==> src/rtl/bp_pkg.sv <==
`default_nettype none
// ============================================================================
// Module      : bp_pkg
// Description : Shared definitions for the dynamic branch predictor: mode
//               encodings, saturating counter step and PHT reset value.
// Revision    : 1.0 - initial release
// ============================================================================
package bp_pkg;

    // Prediction mode encodings
    localparam int BP_NT      = 0;
    localparam int BP_T       = 1;
    localparam int BP_BIMODAL = 2;
    localparam int BP_GSHARE  = 3;

    // Widest counter the helpers support
    localparam int C_CNT_MAX_W = 4;

    // One saturating step of a WIDTH-bit counter (WIDTH <= 4): up or down,
    // clamped at 0 and at 2^WIDTH-1.
    function automatic logic [C_CNT_MAX_W-1:0] sat_step(
        input logic [C_CNT_MAX_W-1:0] cnt,
        input logic                   up,
        input int                     width
    );
        logic [C_CNT_MAX_W:0] top;
        top = (5'd1 << width) - 5'd1;
        if (up) begin
            sat_step = (cnt == top[C_CNT_MAX_W-1:0]) ? cnt : cnt + 4'd1;
        end else begin
            sat_step = (cnt == 4'd0) ? cnt : cnt - 4'd1;
        end
    endfunction

    // Weakly not-taken: 2^(WIDTH-1)-1
    function automatic logic [C_CNT_MAX_W-1:0] pht_reset_value(input int width);
        logic [C_CNT_MAX_W:0] v;
        v = (5'd1 << (width - 1)) - 5'd1;
        return v[C_CNT_MAX_W-1:0];
    endfunction

endpackage
`default_nettype wire

==> src/rtl/sat_counter.sv <==
`default_nettype none
// ============================================================================
// Module      : sat_counter
// Description : N-bit up/down counter with enable that saturates at zero and
//               at all-ones instead of wrapping.
// Revision    : 1.0 - initial release
// ============================================================================
module sat_counter #(
    parameter int N = 16
) (
    input  logic         clk,
    input  logic         rst_n,
    input  logic         i_en,
    input  logic         i_up,
    output logic [N-1:0] o_count
);

    logic [N-1:0] r_count;

    // Count on enable, holding at either end of the range
    always_ff @(posedge clk or negedge rst_n) begin
        if (!rst_n) begin
            r_count <= '0;
        end else if (i_en) begin
            if (i_up && (r_count != '1)) begin
                r_count <= r_count + 1'b1;
            end else if (!i_up && (r_count != '0)) begin
                r_count <= r_count - 1'b1;
            end
        end
    end

    assign o_count = r_count;

endmodule
`default_nettype wire

==> src/rtl/branch_predictor.sv <==
`default_nettype none
// ============================================================================
// Module      : branch_predictor
// Description : Dynamic branch predictor for the ID stage. Static not-taken,
//               static taken, bimodal or gshare selected by MODE. Lookup is a
//               combinational read of the registered PHT/GHR; resolution from
//               EX trains the PHT, shifts the GHR and updates statistics.
// Revision    : 1.0 - initial release
// ============================================================================
module branch_predictor
    import bp_pkg::*;
#(
    parameter int ENTRIES = 16,
    parameter int CNT_W   = 2,
    parameter int MODE    = 2,
    parameter int GHR_W   = 4,
    parameter int STAT_W  = 16,
    localparam int IDX_W  = $clog2(ENTRIES)
) (
    input  logic              clk_i,
    input  logic              rst_i,
    input  logic              lookup_valid_i,
    input  logic [31:0]       lookup_pc_i,
    output logic              predict_taken_o,
    output logic [IDX_W-1:0]  lookup_idx_o,
    input  logic              update_valid_i,
    input  logic [IDX_W-1:0]  update_idx_i,
    input  logic              update_taken_i,
    input  logic              update_pred_i,
    output logic              mispredict_o,
    output logic [STAT_W-1:0] branch_cnt_o,
    output logic [STAT_W-1:0] miss_cnt_o
);

    logic [IDX_W-1:0] w_pc_idx;
    logic             w_unused;

    // Word-aligned PC bits select the table entry
    assign w_pc_idx     = lookup_pc_i[IDX_W+1:2];
    assign mispredict_o = update_valid_i & (update_taken_i ^ update_pred_i);

    // PC bits outside the index never influence the prediction
    assign w_unused = ^{lookup_pc_i[31:IDX_W+2], lookup_pc_i[1:0], update_idx_i};

    generate
        if (MODE == BP_BIMODAL || MODE == BP_GSHARE) begin : g_pht
            logic [CNT_W-1:0] r_pht [ENTRIES];
            logic [IDX_W-1:0] w_idx;
            logic [CNT_W-1:0] w_next_cnt;

            if (MODE == BP_GSHARE) begin : g_ghr
                logic [GHR_W-1:0] r_ghr;
                logic [GHR_W-1:0] w_ghr_next;

                if (GHR_W == 1) begin : g_ghr_one
                    assign w_ghr_next = update_taken_i;
                end else begin : g_ghr_shift
                    assign w_ghr_next = {r_ghr[GHR_W-2:0], update_taken_i};
                end

                // History is non-speculative: it shifts only at resolution
                always_ff @(posedge clk_i or negedge rst_i) begin
                    if (!rst_i) begin
                        r_ghr <= '0;
                    end else if (update_valid_i) begin
                        r_ghr <= w_ghr_next;
                    end
                end

                // History folds into the low index bits
                assign w_idx = w_pc_idx ^ IDX_W'(r_ghr);
            end else begin : g_no_ghr
                assign w_idx = w_pc_idx;
            end

            assign w_next_cnt = CNT_W'(sat_step(4'(r_pht[update_idx_i]), update_taken_i, CNT_W));

            // Train the resolved entry; no bypass to a same-cycle lookup
            always_ff @(posedge clk_i or negedge rst_i) begin
                if (!rst_i) begin
                    for (int i = 0; i < ENTRIES; i++) begin
                        r_pht[i] <= CNT_W'(pht_reset_value(CNT_W));
                    end
                end else if (update_valid_i) begin
                    r_pht[update_idx_i] <= w_next_cnt;
                end
            end

            assign lookup_idx_o    = w_idx;
            assign predict_taken_o = lookup_valid_i & r_pht[w_idx][CNT_W-1];
        end else begin : g_static
            assign lookup_idx_o    = w_pc_idx;
            assign predict_taken_o = lookup_valid_i & (MODE == BP_T);
        end
    endgenerate

    sat_counter #(
        .N (STAT_W)
    ) u_branch_cnt (
        .clk     (clk_i),
        .rst_n   (rst_i),
        .i_en    (update_valid_i),
        .i_up    (1'b1),
        .o_count (branch_cnt_o)
    );

    sat_counter #(
        .N (STAT_W)
    ) u_miss_cnt (
        .clk     (clk_i),
        .rst_n   (rst_i),
        .i_en    (mispredict_o),
        .i_up    (1'b1),
        .o_count (miss_cnt_o)
    );

endmodule
`default_nettype wire

==> config.mk <==
export PLATFORM = sky130hd
export DESIGN_NAME = branch_predictor
export DESIGN_NICKNAME = d
export VERILOG_FILES = /design/src/rtl/bp_pkg.sv /design/src/rtl/sat_counter.sv /design/src/rtl/branch_predictor.sv
export SDC_FILE = /design/constraint.sdc
export NUM_CORES = 1
export LEC_CHECK = 0
export BUFFER_PORTS_ARGS = -buffer_cell sky130_fd_sc_hd__clkbuf_2
export CORE_MARGIN = 8
export CORE_UTILIZATION = 54
export CTS_CLUSTER_SIZE = 30
export DETAILED_ROUTE_END_ITERATION = 6
export PLACE_DENSITY = 0.8
export SYNTH_ARGS = -nofsm -noshare
export SYNTH_HDL_FRONTEND = slang
export SYNTH_SLANG_ARGS = --single-unit
==> constraint.sdc <==
create_clock -name clk_i -period 2.2 [get_ports clk_i]
set_input_delay 0.11 -clock clk_i [delete_from_list [all_inputs] [get_ports clk_i]]
set_output_delay 0.11 -clock clk_i [all_outputs]
set_load 0.02 [all_outputs]
==> flow_summary_export.csv, run 1 <==
group,metric,value,unit
route,routed_wl,7316,um
global_route,globalRouteOverflowTotal,0,
logic_synthesis,ys_warn_count,0,
cts,cts-hold-fix-buffers,1,
place,dp_cells,412,
setup_path,r2r_end,"g_pht.r_pht[3]",
final_layout,layout-drive-gt1-share,35.51,%
cts,cts_resized,0,
setup_path,cp_slowest_stage_delay,0.48,ns
logic_synthesis,synth-seq-cells,64,
timing,fin_crit_sh,95.92,%
power,netSwitchingFraction,34.32,%
timing,hold_viol_final,0,
logic_synthesis,seq_area_frac_synth,47.81,%
global_route,grt_max_degree,30,
global_route,antenna_found_initial,0,
floorplan,die_area,0.009074,sq mm
power,combPwrFrac,27.7,%
place,routabilityCongestion,0.8532,
power,power,3.709,mW
setup_path,crit_path_start_kind,"flop",
floorplan,core,0.006205,sq mm
global_route,grt_pass1_vias,2540,
final_layout,stdcell_area,0.003919,sq mm
timing,tightest_slew,0.4658,ns
final_layout,instances_no_fill,429,
route,via_per_inst,5.832,
timing,clock_skew,0.005078,ns
logic_synthesis,synth_area,0.003392,sq mm
power,power_switching,1.273,mW
logic_synthesis,syn-instance-count,289,
setup_path,end_kind,"primary output",
logic_synthesis,synthArstFlopShare,100.0,%
cts,post_cts_buffers,0,
floorplan,initial_core_util,54.67,%
power,internal-power,2.436,mW
timing,setup_violations,0,
logic_synthesis,synth_edf_count,0,
logic_synthesis,synth_fp_nets,333,
cts,clk_latency,0.34,ns
route,postRouteAntennaNets,0,
setup_path,reg2reg_from,"g_pht.r_pht[20]",
route,drt_iter0_drc,96,
cts,cts_buffers,9,
floorplan,io_pins,80,
power,power_frac_seq,47.8,%
timing,fin_ws,0.08975,ns
timing,fin_crit,2.110,ns
flow_run,drv_cap,0,
status,status,"finished clean",
timing,grt_setup_unrepaired,"no",
route,dr.pass1.iters,4,
place,hpwl,5423,um
floorplan,fp.dieW,95.26,um
timing,max_slew_margin,68.66,%
cts,cts_buffer_depth,2,
place,dpl_cell_area,0.003735,sq mm
floorplan,rows,29,
setup_path,crit_arrival,2.00,ns
setup_path,crit_chain,"mux4_2 > mux4_2 > and2_1 > clkbuf_2",
power,ir_drop,0.6800,mV
setup_path,critical_path.top_delay_family,"multiplexers",
power,p_leak,1.765,nW
timing,maxSlewViolCount,0,
timing,holdWs,0.1762,ns
setup_path,critPathMaxFanout,4,
cts,clk_pin_slew,0.07,ns
timing,fin_setup_tns,0,ns
global_route,grt_pass1_wl,12120,um
worst_hold_path,hp-class,"primary input to async pin",
power,power.density,946.6,mW/mm^2
power,p_clk_share,24.4,%
logic_synthesis,synth_cell_type_count,43,
timing,fmaxAchievable,473.9,MHz
setup_path,cpMostUsedCell,"mux4_2",
setup_path,crit_required,2.09,ns
cts,cts_tree,"yes",
setup_path,path_class,"flop to primary output",
final_layout,final_util,63.16,%
route,avgRoutedWirePerCell,17.05,um
final_layout,nNetsFinal,391,
cts,cts.htree.levels,3,
route,drc_errors,0,
global_route,grt_usage,17.32,%
logic_synthesis,synth_area_per_cell,11.74,sq um
final_layout,syn_to_final_growth,15.53,%
place,portBuffers,51,
setup_path,rr_worst_depth,6,
route,num_vias,2502,
final_layout,n_antenna_cell,0,
setup_path,slowest_stage,"mux4_2",
setup_path,worst-path-buf-inv,1,
cts,cts_root_buf,"clkbuf_8",
place,dpl_worst_slack,0.1397,ns
setup_path,r2r_slack,0.22,ns
logic_synthesis,synthFlopType,"dfrtp_1",
cts,clock_sinks,64,
floorplan,chipHeight,95.26,um
==> synthesized netlist by cell type, types with 2 or more instances <==
library cell	instances	share of area, %
nor3_1	11	1.6
mux4_2	6	4.0
dfrtp_1	48	35
nand2_1	27	3.0
mux2i_1	7	2.1
nand2b_1	2	0.37
o31ai_1	14	3.1
nor4_1	2	0.37
xnor2_1	20	5.2
and4_1	3	0.77
o21ai_0	14	2.1
nor2_1	6	0.66
a31oi_1	2	0.37
maj3_2	2	0.66
clkbuf_1	5	0.55
nand4_1	9	1.7
xor2_1	9	2.3
mux4_1	7	5.4
a41oi_1	2	0.52
inv_1	10	1.1
mux2_2	20	6.6
buf_4	5	1.1
and2_1	2	0.37
nor2b_1	2	0.37
dfstp_2	16	12
nand3_1	14	2.1
ha_1	2	0.74
and3_1	5	0.92
buf_2	3	0.44
==> worst reg2reg max path: stages, from the launching register on <==
cell     delay [ns]
dfstp_2        0.37
mux4_1         0.53
mux2_2         0.33
a41oi_1        0.22
a311o_1        0.17
buf_4          0.15
o31ai_1        0.08
==> worst max-delay path by stage <==
stage               cells after the start  slack, ns                     from                      end
floorplan                               5       0.21  u_branch_cnt.o_count[7]  u_branch_cnt.o_count[1]
global placement                        7       0.15          update_idx_i[0]          g_pht.r_pht[19]
detailed placement                      7       0.14          update_idx_i[0]           g_pht.r_pht[3]
CTS                                     4       0.08           g_pht.r_pht[1]          predict_taken_o
global route                            4       0.01           g_pht.r_pht[3]          predict_taken_o
finish                                  4       0.09           g_pht.r_pht[1]          predict_taken_o
==> power groups by stage <==
stage	clock [mW]	sequential, mW	combinational, mW
2_1_floorplan	0	1.86	0.606
3_3_place_gp	0	1.77	1.01
3_5_place_dp	0	1.79	1.04
4_1_cts	0.928	1.77	1.04
5_1_grt	0.977	1.82	1.14
6_report	0.906	1.77	1.03
==> flip-flops by register name (all words and copies together), names as in the netlist <==
register and flops:
g_pht.r_pht 32, u_branch_cnt.o_count 16, u_miss_cnt.o_count 16
==> cell families (layout without fill, tap and decap cells) <==
group                      Yosys count  after routing  synth area share [%]
muxes                               40             40                 18.11
and+or+nand+nor                     88             88                 13.24
AOI/OAI and AO/OA                   38             38                 8.152
adders and majority gates            4              4                 1.402
buffers and inverters               26             89                 3.799
DFF                                 64             64                 47.81
xor gates and xnor gates            29             29                 7.488
==> metal layers <==
metal	vias up	track usage, %	wire length [um]	share of wire (%)
met3	16	5.118	518	7.1
met5	-	0	0	0
met4	0	8.453	172	2.4
li1	1181	-	-	-
met1	1220	21.62	3172	43
met2	85	26.93	3453	47
==> layout by cell type, fill, tap and decap left out, drive strengths merged, types with 2 or more instances in the layout <==
cell      synthesis  layout
maj3              2       2
mux4             13      13
nand4             9       9
clkinvlp          0       3
mux2i             7       7
clkbuf            6      62
nand2            28      28
clkinv            0       2
o21ai            14      14
inv              10      10
and3              5       5
o31ai            14      14
nand3            14      14
nand2b            2       2
nor4              2       2
ha                2       2
and4              3       3
nor2              6       6
and2              2       2
nor3             11      11
xor2              9       9
a31oi             3       3
nor2b             2       2
buf              10      11
dfstp            16      16
xnor2            20      20
mux2             20      20
a41oi             2       2
dfrtp            48      48
==> layout make-up <==
type                       instances  area [sq um]
clock inverter                     5         32.53
clock buffer                      11         141.4
fill                             503          2286
timing repair buffer              63         347.8
sequential                        64          1622
inverter                          10         37.54
multi-input combinational        199          1642
tap                               77         96.34
No activity file was read; power rests on OpenSTA's default activity.
==> run 2, diff against run 1 <==
--- a/config.mk
+++ b/config.mk
@@ -7,10 +7,10 @@
 export LEC_CHECK = 0
 export BUFFER_PORTS_ARGS = -buffer_cell sky130_fd_sc_hd__clkbuf_2
 export CORE_MARGIN = 8
-export CORE_UTILIZATION = 54
+export CORE_UTILIZATION = 49
 export CTS_CLUSTER_SIZE = 30
 export DETAILED_ROUTE_END_ITERATION = 6
-export PLACE_DENSITY = 0.8
+export PLACE_DENSITY = 0.77
 export SYNTH_ARGS = -nofsm -noshare
 export SYNTH_HDL_FRONTEND = slang
 export SYNTH_SLANG_ARGS = --single-unit
==> constraint.sdc (replaced) <==
create_clock -name clk_i -period 1.91 [get_ports clk_i]
set_input_delay 0.0955 -clock clk_i [delete_from_list [all_inputs] [get_ports clk_i]]
set_output_delay 0.0955 -clock clk_i [all_outputs]
set_load 0.02 [all_outputs]
==> run 2 against run 1 <==
Effect of this change:
- the run now ends with negative setup slack left
- count of clock-buffer cells in the layout grew 2
- design area rose by 5.0%
- final cell count increased by 3.5%
- die area up 8.5%
- non-clock buffer count is 12 higher
- register-to-register slack worse by 0.23 ns
- clock skew grew 0.0054 ns
- first-iteration DRC count up 10%
- highest routed layer unchanged
==> flow_summary_export.csv, run 2 (same netlist as run 1, synthesis figures left out) <==
group,metric,value,unit
place,portBuffers,51,
cts,cts_tree,"yes",
place,hpwl,5471,um
route,drt_iter0_drc,106,
place,dp_cells,424,
timing,grt_setup_unrepaired,"yes",
timing,fin_ws,-0.1672,ns
power,p_leak,1.852,nW
timing,setup_violations,2,
final_layout,instances_no_fill,444,
floorplan,chipHeight,99.20,um
setup_path,crit_required,1.81,ns
global_route,antenna_found_initial,0,
timing,max_slew_margin,60.64,%
worst_hold_path,hold-path-cell-count,4,
floorplan,fp.dieW,99.20,um
place,dpl_cell_area,0.003837,sq mm
final_layout,largest_reg_flops,32,
timing,maxSlewViolCount,0,
status,status,"finished, violations left",
global_route,grt_pass1_vias,2598,
timing,tightest_slew,0.5850,ns
final_layout,n_antenna_cell,0,
final_layout,final_common_cell,"clkbuf_2",
cts,cts_buffers,9,
cts,cts_root_buf,"clkbuf_8",
global_route,grt_pass1_wl,13180,um
setup_path,path_class,"flop to primary output",
global_route,grt_usage,16.72,%
power,power,4.413,mW
final_layout,final_cell_mix,"50 x clkbuf_2, 48 x dfrtp_1, 27 x nand2_1",
timing,fin_crit_sh,108.8,%
timing,fin_crit,2.077,ns
floorplan,io_pins,80,
floorplan,die_area,0.009841,sq mm
floorplan,rows,30,
cts,clock_sinks,64,
flow_run,drv_cap,0,
cts,cts_buffer_depth,2,
route,postRouteAntennaNets,0,
final_layout,syn_to_final_growth,21.36,%
power,power.density,1072,mW/mm^2
setup_path,end_kind,"primary output",
worst_hold_path,hp-class,"primary input to flop",
route,drc_errors,0,
cts,cts.htree.levels,3,
route,routed_wl,7931,um
setup_path,crit_arrival,1.98,ns
floorplan,core,0.006756,sq mm
route,dr.pass1.iters,4,
setup_path,slowest_stage,"mux4_2",
final_layout,final_util,60.93,%
route,avgRoutedWirePerCell,17.86,um
final_layout,nNetsFinal,403,
cts,clk_latency,0.34,ns
power,ir_drop,0.7797,mV
timing,fin_setup_tns,-0.1729,ns
setup_path,rr_worst_depth,4,
setup_path,crit_chain,"mux4_2 > mux4_2 > and2_4 > buf_8",
cts,clk_pin_slew,0.08,ns
timing,clock_skew,0.01048,ns
route,num_vias,2533,
final_layout,largest_register,"g_pht.r_pht",
floorplan,initial_core_util,50.20,%
setup_path,critPathMaxFanout,4,
final_layout,stdcell_area,0.004116,sq mm
final_layout,layout-drive-gt1-share,40.66,%
place,routabilityCongestion,0.8826,
global_route,globalRouteOverflowTotal,0,
route,via_per_inst,5.705,
global_route,grt_max_degree,65,
timing,fmaxAchievable,481.4,MHz
setup_path,crit_path_start_kind,"flop",
status,violations,"negative setup slack",
setup_path,cp_slowest_stage_delay,0.48,ns
timing,hold_viol_final,0,
setup_path,cpMostUsedCell,"mux4_2",
==> run 2: layout make-up <==
| type | instances | area [sq um] |
|---|---|---|
| fill | 584 | 2640 |
| multi-input combinational | 199 | 1717 |
| sequential | 64 | 1622 |
| timing repair buffer | 75 | 464.2 |
| clock buffer | 13 | 158.9 |
| tap | 80 | 100.1 |
| inverter | 10 | 37.54 |
| clock inverter | 3 | 17.52 |
==> run 2: layer usage <==
metal  global-route usage, %  up-vias  share of wire [%]
met5                       0        -                  0
met4                   8.498        0                2.0
met3                   3.911       14                4.6
met2                   25.83       66                 48
met1                   21.43     1248                 46
li1                        -     1205                  -
==> run 2: path summary, 6_finish.rpt <==
check	endpoint	from	slack, ns
worst max-delay path	predict_taken_o	g_pht.r_pht[3]	-0.17
worst min-delay path	g_pht.r_pht[7]	update_valid_i	0.27
worst max register to register	g_pht.r_pht[27]	g_pht.r_pht[8]	-0.01
worst min register to register	u_miss_cnt.o_count[9]	u_miss_cnt.o_count[9]	0.49
max in group asynchronous	g_pht.r_pht[2]	rst_i	1.26
min in group asynchronous	g_pht.r_pht[13]	rst_i	0.31
==> run 2: critical path, delay by kind of cell (launching register included) <==
kind	cells	cell delay (ns)
buf+inv	1	0.12
flops	1	0.42
mux	2	0.95
simple gates	1	0.16
==> run 2: repair_timing <==
action,CTS,global route
hold endpoints to repair,48,0
hold buffers,1,0
resized for setup,11,12
setup endpoints to repair,21,27
setup buffers,1,2
pin swaps,2,4
==> run 2: metrics by stage <==
step           worst slack (ns)  hold WS [ns]
3_5_place_dp            -0.1719        0.1388
2_1_floorplan           0.01706       -0.2001
6_report                -0.1672        0.2726
5_1_grt                 -0.2185        0.2913
4_1_cts                 -0.1679        0.2505
3_3_place_gp            -0.1490        0.1324
==> run 2: power by group <==
group	internal [mW]	switching, mW	total (mW)	leakage (nW)
Sequential	1.75	0.289	2.04	0.803
Clock	0.539	0.503	1.04	0.0894
Combinational	0.641	0.692	1.33	0.959
==> run 3, diff against run 2 <==
==> constraint.sdc (replaced) <==
create_clock -name clk_i -period 1.91 [get_ports clk_i]
set_input_delay 0.2865 -clock clk_i [delete_from_list [all_inputs] [get_ports clk_i]]
set_output_delay 0.2865 -clock clk_i [all_outputs]
set_load 0.02 [all_outputs]
==> run 3 against run 2 <==
Effect of this change:
- the run still ends with negative setup slack left
- final cell count rose by 4.5%
- first-iteration DRC count rose by 10%
- combinational power rose by 13%
- core utilization up 2.9 points
==> flow_summary_export.csv, run 3 (same netlist as run 1, synthesis figures left out) <==
group,metric,value,unit
final_layout,final_cell_mix,"49 x clkbuf_2, 48 x dfrtp_1, 40 x buf_4",
setup_path,cpMostUsedCell,"mux4_2",
global_route,globalRouteOverflowTotal,0,
timing,max_slew_margin,57.65,%
cts,cts.htree.levels,3,
floorplan,rows,30,
power,p_leak,1.957,nW
timing,fin_setup_tns,-1.830,ns
setup_path,path_class,"flop to primary output",
setup_path,crit_arrival,1.95,ns
status,violations,"negative setup slack",
final_layout,largest_register,"g_pht.r_pht",
floorplan,die_area,0.009841,sq mm
route,via_per_inst,5.683,
setup_path,crit_path_start_kind,"flop",
timing,fin_ws,-0.3243,ns
global_route,antenna_found_initial,0,
final_layout,n_antenna_cell,0,
setup_path,slowest_stage,"mux4_2",
setup_path,r2r_end,"g_pht.r_pht[29]",
timing,fin_crit,2.234,ns
route,routed_wl,8124,um
floorplan,chipHeight,99.20,um
route,drc_errors,0,
timing,setup_violations,17,
route,drt_iter0_drc,117,
final_layout,final_common_cell,"clkbuf_2",
timing,grt_setup_unrepaired,"yes",
worst_hold_path,hp-class,"primary input to async pin",
cts,cts_buffers,9,
floorplan,initial_core_util,50.20,%
final_layout,n_fill_cell,548,
floorplan,io_pins,80,
setup_path,crit_chain,"mux4_2 > mux4_2 > and2_4 > buf_8",
timing,holdWs,0.4104,ns
cts,clk_pin_slew,0.07,ns
global_route,grt_pass1_vias,2772,
cts,cts_tree,"yes",
final_layout,nNetsFinal,423,
place,routabilityCongestion,0.8433,
setup_path,end_kind,"primary output",
global_route,grt_max_degree,51,
power,power.density,1087,mW/mm^2
place,hpwl,5785,um
power,ir_drop,0.6708,mV
global_route,grt_pass1_wl,13550,um
timing,maxSlewViolCount,0,
final_layout,largest_reg_flops,32,
status,status,"finished, violations left",
cts,clock_sinks,64,
flow_run,drv_cap,0,
setup_path,rr_worst_depth,7,
floorplan,fp.dieW,99.20,um
timing,tightest_slew,0.6294,ns
route,postRouteAntennaNets,0,
setup_path,reg2reg_from,"g_pht.r_pht[13]",
cts,cts_root_buf,"clkbuf_8",
timing,clock_skew,0.01057,ns
floorplan,core,0.006756,sq mm
final_layout,layout-drive-gt1-share,45.05,%
timing,fmaxAchievable,447.6,MHz
timing,fin_crit_sh,117.0,%
place,portBuffers,51,
route,avgRoutedWirePerCell,17.51,um
cts,cts_buffer_depth,2,
setup_path,r2r_slack,-0.12,ns
route,dr.pass1.iters,4,
setup_path,crit_required,1.62,ns
cts,clk_latency,0.35,ns
final_layout,syn_to_final_growth,27.04,%
global_route,grt_usage,17.19,%
setup_path,cp_slowest_stage_delay,0.47,ns
route,num_vias,2637,
timing,hold_viol_final,0,
setup_path,critPathMaxFanout,2,
run 3: cell count changes in the layout (fill, tap and decap cells not counted), sizes merged:
cell      before  now
clkbuf        63   61
bufinv         0    1
clkinv         2    1
buf           24   44
clkinvlp       1    3
run 3: worst max-delay path by stage:
| stage | slack, ns | cells after the start | to | from |
|---|---|---|---|---|
| 6_report | -0.32 | 4 | predict_taken_o | g_pht.r_pht[13] |
| 4_1_cts | -0.36 | 4 | predict_taken_o | g_pht.r_pht[25] |
| 5_1_grt | -0.39 | 4 | predict_taken_o | g_pht.r_pht[13] |
| 3_5_place_dp | -0.34 | 7 | g_pht.r_pht[7] | update_idx_i[0] |
| 2_1_floorplan | 0.002 | 5 | g_pht.r_pht[9] | update_idx_i[0] |
| 3_3_place_gp | -0.30 | 7 | g_pht.r_pht[7] | update_idx_i[0] |
run 3: power breakdown:
group | internal, mW | leakage (nW) | switching, mW
clock | 0.636 | 0.0916 | 0.547
combinational | 0.756 | 1.06 | 0.740
sequential | 1.75 | 0.803 | 0.260
total | 3.14 | 1.96 | 1.55
run 3: metal layers:
metal / vias up / global-route usage [%] / wire length, um
li1: 1238 / - / -
met1: 1317 / 21.46 / 3642
met2: 72 / 27.38 / 3895
met3: 10 / 4.469 / 448
met4: 0 / 7.683 / 138
met5: - / 0 / 0
run 3: repair_timing:
item / in CTS / in global routing
pin swaps: 2 / 5
hold buffers: 1 / 0
endpoints found under the setup margin: 1 / 34
gates resized for setup: 6 / 23
setup buffers: 6 / 2
endpoints found under the hold margin: 14 / 0
run 3: layout make-up:
class / instances / area (sq um) / share of cell area, %
Clock buffer: 11 / 141.4 / 3.281
Timing Repair Buffer: 95 / 620.6 / 14.40
Multi-Input combinational cell: 199 / 1730 / 40.16
Sequential cell: 64 / 1622 / 37.63
Inverter: 10 / 37.54 / 0.8711
Clock inverter: 5 / 57.56 / 1.336
Tap cell: 80 / 100.1 / 2.323
run 3: through the flow:
step | util [%] | std cells | total power, mW | area, sq um | worst slack, ns
floorplan | - | 289 | 2.872 | 3406 | 0.001618
detailed placement | 58.35 | 439 | 3.392 | 3943 | -0.3390
finish | 63.78 | 464 | 4.686 | 4309 | -0.3243
global placement | 58.35 | 439 | 3.328 | 3943 | -0.3047
global route | 63.78 | 464 | 4.949 | 4309 | -0.3869
CTS | 62.30 | 462 | 4.640 | 4209 | -0.3647
run 3: critical path: cells and delay by family, from the launching register on:
| kind | cells | cell delay (ns) |
|---|---|---|
| DFF | 1 | 0.40 |
| and+or+nand+nor | 1 | 0.15 |
| buffers and inverters | 1 | 0.12 |
| muxes | 2 | 0.93 |
